**src/rtl/rpn_op_feeder.sv**
```systemverilog
// rpn_op_feeder: keys OpA, OpB, OpCode and an Ack press into the RPN calculator's DataIn/Enter port.
// Define FEEDER_TIMEOUT_EN to add a watchdog on the RELEASE wait that aborts with an error pulse.
//
// state   | meaning
// IDLE    | waiting for start; DataOut holds its last value, Enter low
// SETUP   | DataOut valid, Enter low for SETUP_CYC cycles
// PRESS   | Enter high for HOLD_CYC cycles, DataOut stable
// RELEASE | Enter low, waiting for calculator Status to advance
// CAPTURE | latch displayed result and flags after the opcode entry
module rpn_op_feeder #(
  parameter int N           = 16,
  parameter int SETUP_CYC   = 2,
  parameter int HOLD_CYC    = 4,
  parameter int TIMEOUT_CYC = 255
) (
  input  logic         clk,
  input  logic         reset,
  input  logic         start,
  input  logic [N-1:0] opa_in,
  input  logic [N-1:0] opb_in,
  input  logic [1:0]   opcode_in,
  input  logic [2:0]   calc_status,
  input  logic [N-1:0] calc_display,
  input  logic [4:0]   calc_flags,
  output logic [N-1:0] DataOut,
  output logic         EnterOut,
  output logic         busy,
  output logic         done,
  output logic         error,
  output logic [N-1:0] result,
  output logic [4:0]   result_flags
);

  localparam int CNT_MAX = (SETUP_CYC > HOLD_CYC) ? SETUP_CYC : HOLD_CYC;
  localparam int CNT_W   = (CNT_MAX > 1) ? $clog2(CNT_MAX) : 1;
  localparam logic [CNT_W-1:0] SETUP_LOAD = CNT_W'(SETUP_CYC - 1);
  localparam logic [CNT_W-1:0] HOLD_LOAD  = CNT_W'(HOLD_CYC - 1);

  typedef enum logic [2:0] {
    IDLE    = 3'd0,
    SETUP   = 3'd1,
    PRESS   = 3'd2,
    RELEASE = 3'd3,
    CAPTURE = 3'd4
  } state_t;

  state_t           state_q;
  logic [1:0]       step_q;
  logic [CNT_W-1:0] cnt_q;
  logic [N-1:0]     opb_q;
  logic [1:0]       opcode_q;
  logic [N-1:0]     data_q;
  logic [N-1:0]     result_q;
  logic [4:0]       flags_q;
  logic             enter_q;
  logic             busy_q;
  logic             done_q;

  logic [2:0]       expect_status_d;
  logic             status_match_d;
  logic [N-1:0]     next_data_d;

`ifdef FEEDER_TIMEOUT_EN
  localparam int WD_W = (TIMEOUT_CYC > 1) ? $clog2(TIMEOUT_CYC) : 1;
  localparam logic [WD_W-1:0] WD_LOAD = WD_W'(TIMEOUT_CYC - 1);

  logic [WD_W-1:0] wd_q;
  logic            error_q;

  assign error = error_q;
`else
  assign error = 1'b0;
`endif

  // Status expected after the press of the current step; the Ack step wraps to 0.
  always_comb begin
    expect_status_d = {1'b0, 2'(step_q + 2'd1)};
    status_match_d  = (calc_status == expect_status_d);
    next_data_d     = (step_q == 2'd0) ? opb_q : {{(N-2){1'b0}}, opcode_q};
  end

  always_ff @(posedge clk) begin
    if (reset) begin
      state_q  <= IDLE;
      step_q   <= 2'd0;
      cnt_q    <= '0;
      opb_q    <= '0;
      opcode_q <= 2'd0;
      data_q   <= '0;
      result_q <= '0;
      flags_q  <= '0;
      enter_q  <= 1'b0;
      busy_q   <= 1'b0;
      done_q   <= 1'b0;
`ifdef FEEDER_TIMEOUT_EN
      wd_q     <= '0;
      error_q  <= 1'b0;
`endif
    end else begin
      done_q <= 1'b0;
`ifdef FEEDER_TIMEOUT_EN
      error_q <= 1'b0;
`endif
      case (state_q)
        IDLE: begin
          if (start) begin
            opb_q    <= opb_in;
            opcode_q <= opcode_in;
            data_q   <= opa_in;
            step_q   <= 2'd0;
            cnt_q    <= SETUP_LOAD;
            busy_q   <= 1'b1;
            state_q  <= SETUP;
          end
        end
        SETUP: begin
          if (cnt_q == '0) begin
            enter_q <= 1'b1;
            cnt_q   <= HOLD_LOAD;
            state_q <= PRESS;
          end else begin
            cnt_q <= cnt_q - CNT_W'(1);
          end
        end
        PRESS: begin
          if (cnt_q == '0) begin
            enter_q <= 1'b0;
            state_q <= RELEASE;
`ifdef FEEDER_TIMEOUT_EN
            wd_q    <= WD_LOAD;
`endif
          end else begin
            cnt_q <= cnt_q - CNT_W'(1);
          end
        end
        RELEASE: begin
          if (status_match_d) begin
            case (step_q)
              2'd3: begin
                busy_q  <= 1'b0;
                done_q  <= 1'b1;
                state_q <= IDLE;
              end
              2'd2: state_q <= CAPTURE;
              default: begin
                step_q  <= step_q + 2'd1;
                data_q  <= next_data_d;
                cnt_q   <= SETUP_LOAD;
                state_q <= SETUP;
              end
            endcase
          end
`ifdef FEEDER_TIMEOUT_EN
          else if (wd_q == '0) begin
            error_q <= 1'b1;
            busy_q  <= 1'b0;
            state_q <= IDLE;
          end else begin
            wd_q <= wd_q - WD_W'(1);
          end
`endif
        end
        CAPTURE: begin
          result_q <= calc_display;
          flags_q  <= calc_flags;
          step_q   <= 2'd3;
          cnt_q    <= SETUP_LOAD;
          state_q  <= SETUP;
        end
        default: state_q <= IDLE;
      endcase
    end
  end

  assign DataOut      = data_q;
  assign EnterOut     = enter_q;
  assign busy         = busy_q;
  assign done         = done_q;
  assign result       = result_q;
  assign result_flags = flags_q;

endmodule

```
**config.mk**
```make
export PLATFORM = sky130hd
export DESIGN_NAME = rpn_op_feeder
export DESIGN_NICKNAME = d
export VERILOG_FILES = /design/src/rtl/rpn_op_feeder.sv
export SDC_FILE = /design/constraint.sdc
export NUM_CORES = 1
export LEC_CHECK = 0
export ABC_AREA = 1
export CORE_ASPECT_RATIO = 0.9
export CORE_UTILIZATION = 40
export CTS_CLUSTER_DIAMETER = 200
export DETAILED_ROUTE_END_ITERATION = 6
export MAX_ROUTING_LAYER = met4
export PLACE_DENSITY = 0.71
export SETUP_SLACK_MARGIN = 0.3
export SLEW_MARGIN = 20
export SYNTH_ARGS = -nofsm -noshare
export SYNTH_HDL_FRONTEND = slang
export SYNTH_SLANG_ARGS = --single-unit
```
**constraint.sdc**
```tcl
create_clock -name clk -period 3 [get_ports clk]
set_input_delay 0.3 -clock clk [delete_from_list [all_inputs] [get_ports clk]]
set_output_delay 0.3 -clock clk [all_outputs]
set_load 0.01 [all_outputs]
```
==> results by group <==
Synthesis
  • Post-Syn Area: 0.00306 mm2
  • Adder-Cell Fraction of Synth Area: 1.64%
  • Cell variety after synth: 25
  • Synth Net Count: 521
  • Simple-gate share of the synthesized area: 29.0%
  • Avg Cell Area, Syn: 6.70 um2
  • Synth top cells by count: nand2_1 (102), nor2_1 (76), dfxtp_1 (65)
  • Number of flops mapped to enable cells by yosys: 0
  • Post-synth top area cell: dfxtp_1
  • Compound-Gate Fraction of Synth Area: 13.8%
  • Count leader, synth: nand2_1
  • Top cell type's share of synthesized area: 42.6%
  • Post-Syn Instances: 456
  • Largest cells by area after synthesis: dfxtp_1 (43%), nand2_1 (13%), o21ai_0 (9.7%)
  • Post-synthesis register bit count: 65
  • Post-Synth XOR/XNOR Area: 0%
  • Synth warn: 0
  • Post-synth ARST share: 0%
  • Most used DFF post-synth: dfxtp_1
  • Multiplexer area fraction after synthesis: 0%
  • Largest family of logic cells by synthesized area: simple AND/OR/NAND/NOR gates
  • Sequential fraction of the synthesis area: 42.6%

Floorplan
  • Die ar.: 0.00799 mm2
  • # IOs: 102
  • Initial Util: 42.3%
  • Row cnt: 29
  • Core footprint: 0.00722 mm2
  • Die width: 94.1 um
  • Die H: 84.9 um

Pwr
  • Internal power: 0.00222 W
  • Combinational power share: 45.2%
  • VDD IR-drop max: 0.000423 V
  • Net Sw Power: 0.00144 W
  • Leakage power: 1.84 nW
  • Sequential power share: 33.2%
  • Sw Ratio: 39.3%
  • Clock power share: 21.6%
  • Pwr/cell area: 856 mW/mm2

Place
  • IO buf count: 100
  • GPL Wtd Cong: 0.824
  • Dpl hpwl: 5.50 mm

Routing
  • Residual DRC: 0
  • Antenna Nets Post-Route: 0
  • TritonRoute pass-1 iters: 5
  • Routed WL: 7.45 mm
  • DR vias: 2914
  • Initial drt markers: 104
  • Wire per inst: 11.6 um
  • Via-to-Cell Ratio: 4.53

STA
  • Clk_skew: 4.85 ps
  • Fin crit share: 71.3%
  • Max-slew headroom: 40.3%
  • Hold_ws: 445 ps
  • Setup TNS: 0 ps
  • Achievable Freq: 468 MHz
  • Slew @ Worst Pin: 893 ps
  • Final setup vio count: 0
  • RSZ-0062 raised after global routing: no
  • Pins Over Slew Limit: 0
  • Tmin final: 2140 ps
  • Hold violation count in the final report: 0

CTS
  • Clk sinks: 65
  • # resized after CTS: 0
  • Clock Latency Late Sink: 330 ps
  • H-tree Lvls: 3
  • Post-CTS Setup Bufs: 0
  • Clock-pin slew on the worst setup and hold paths: 70 ps
  • Post-CTS Hold Fix Bufs: 0
  • Root buf cell: clkbuf_8
  • Inserted Clock Buffers: 9
  • Deepest clock path buffer count: 2
  • CTS tree: done

Critical path
  • Worst Path Arrival: 2410 ps
  • Reg-to-Reg End: DataOut[0]$_SDFFE_PP0P_
  • Reg2reg start: step_q[0]$_SDFFE_PP0P_
  • Worst Reg-to-Reg Cells: 10
  • Kind of critical path: reg2reg
  • Worst setup EP type: flip-flop
  • Crit-path max FO: 21
  • R2R Setup Slk: 860 ps
  • Setup crit start kind: flip-flop
  • WP data required: 3270 ps

Global route
  • Largest net degree at the start of global routing: 43
  • Initial antenna violation count: 0
  • First-pass GRT wire length: 12.8 mm
  • Grt ovf: 0
  • Overall routing resource usage: 21.1%
  • Vias in the first global route: 2745

Status
  • Status: completed

Layout
  • Area Overhead vs Synth: 40.0%
  • Share of cells above drive strength 1: 5.45%
  • Sequential cell area: 0.00130 mm2
  • Inserted Diodes: 0
  • Multi-input gate area: 0.00136 mm2
  • Final nets: 610
  • Fillcell total: 699

Job
  • Maxcap violations: 0

Min path
  • Worst hold endpoint: opb_q[8]$_SDFFE_PP0P_
  • Hold path depth: 2
  • Hold Startpoint: opb_q[8]$_SDFFE_PP0P_
  • Hold Path Class: reg2reg
## flip-flops by register name (all words and copies together) (netlist names)
| name | cells |
|---|---|
| opcode_q | 2 |
| step_q | 2 |
| cnt_q | 2 |
| opb_q | 16 |
| result | 16 |
| EnterOut | 1 |
| done | 1 |
| result_flags | 5 |
| DataOut | 16 |
| busy | 1 |
| state_q | 3 |
## power by group through the flow
stage          logic (W)  clock network [W]  registers [W]
2_1_floorplan    0.00114                  0        0.00126
3_3_place_gp     0.00161                  0        0.00122
3_5_place_dp     0.00165                  0        0.00123
4_1_cts          0.00166           0.000818        0.00122
5_1_grt          0.00192           0.000856        0.00124
6_report         0.00166           0.000790        0.00122
## per-stage QoR
stage                     power, W  util, %  cell area (um2)  worst slack (ps)  cells
after floorplan            0.00241        -             3060              1410    456
after global placement     0.00284     56.3             4070               928    627
after detailed placement   0.00288     56.3             4070               837    627
after CTS                  0.00369     59.2             4280               855    643
after global routing       0.00401     59.2             4280               627    643
final                      0.00366     59.2             4280               862    643
## cell usage in the layout (no fill, tap or decap)
| master | synthesis | routed |
|---|---|---|
| a21oi_1 | 20 | 20 |
| buf_4 | 2 | 4 |
| bufinv_16 | 0 | 2 |
| clkbuf_1 | 12 | 1 |
| clkbuf_8 | 0 | 9 |
| clkdlybuf4s50_1 | 0 | 100 |
| clkinv_1 | 1 | 1 |
| clkinv_2 | 0 | 3 |
| clkinvlp_4 | 0 | 1 |
| conb_1 | 1 | 1 |
| dfxtp_1 | 65 | 65 |
| ha_1 | 4 | 4 |
| inv_1 | 63 | 63 |
| inv_2 | 4 | 4 |
| nand2_1 | 102 | 102 |
| nand3_1 | 7 | 7 |
| nand3_2 | 3 | 3 |
| nand3_4 | 1 | 1 |
| nand3b_1 | 1 | 1 |
| nand4_1 | 16 | 16 |
| nor2_1 | 76 | 76 |
| nor2_2 | 2 | 2 |
| nor3_1 | 2 | 2 |
| o211ai_1 | 1 | 1 |
| o21ai_0 | 59 | 59 |
| o21bai_4 | 1 | 1 |
| or2_1 | 1 | 1 |
## how the worst max path moves through the flow
stage	slack, ps	depth (start not counted)	startpoint	endpoint
6_report	860	10	step_q[0]$_SDFFE_PP0P_	DataOut[0]$_SDFFE_PP0P_
5_1_grt	630	10	step_q[0]$_SDFFE_PP0P_	DataOut[14]$_SDFFE_PP0P_
4_1_cts	860	10	step_q[0]$_SDFFE_PP0P_	DataOut[0]$_SDFFE_PP0P_
3_5_place_dp	840	9	calc_status[0]	DataOut[0]$_SDFFE_PP0P_
3_3_place_gp	930	5	reset	opb_q[15]$_SDFFE_PP0P_
2_1_floorplan	1410	10	step_q[0]$_SDFFE_PP0P_	DataOut[0]$_SDFFE_PP0P_
## kinds of logic after synthesis
| kind of cell | count (synthesis) |
|---|---|
| fa+ha+maj | 4 |
| compound gates | 81 |
| buf+inv | 94 |
| other cells | 1 |
| flops | 65 |
| simple gates | 211 |
## critical path, stage by stage (launching register included)
cell and delay, ps:
dfxtp_1 380, inv_1 110, ha_1 310, inv_1 50, nand2_1 50, nand3_1 130, o21bai_4 460, nand3_4 300
nand2_1 130, nand2_1 60, nor2_1 90
## routing by layer
layer  global-route usage [%]  share of wire, %  up-vias
met1                     27.6                48     1252
met5                        -                 0        -
met3                     5.47               4.2        6
met2                     32.1                47       68
li1                         -                 -     1588
met4                     6.43               1.3        0
## area by class of cell
cell class	instances	share of cell area, %
Tap cell	93	2.72
Sequential cell	65	30.4
Timing Repair Buffer	104	24.1
Clock buffer	10	2.98
Multi-Input combinational cell	297	31.9
Inverter	68	5.97
Clock inverter	6	1.93
Note: power is estimated with default switching activity, not from simulation.
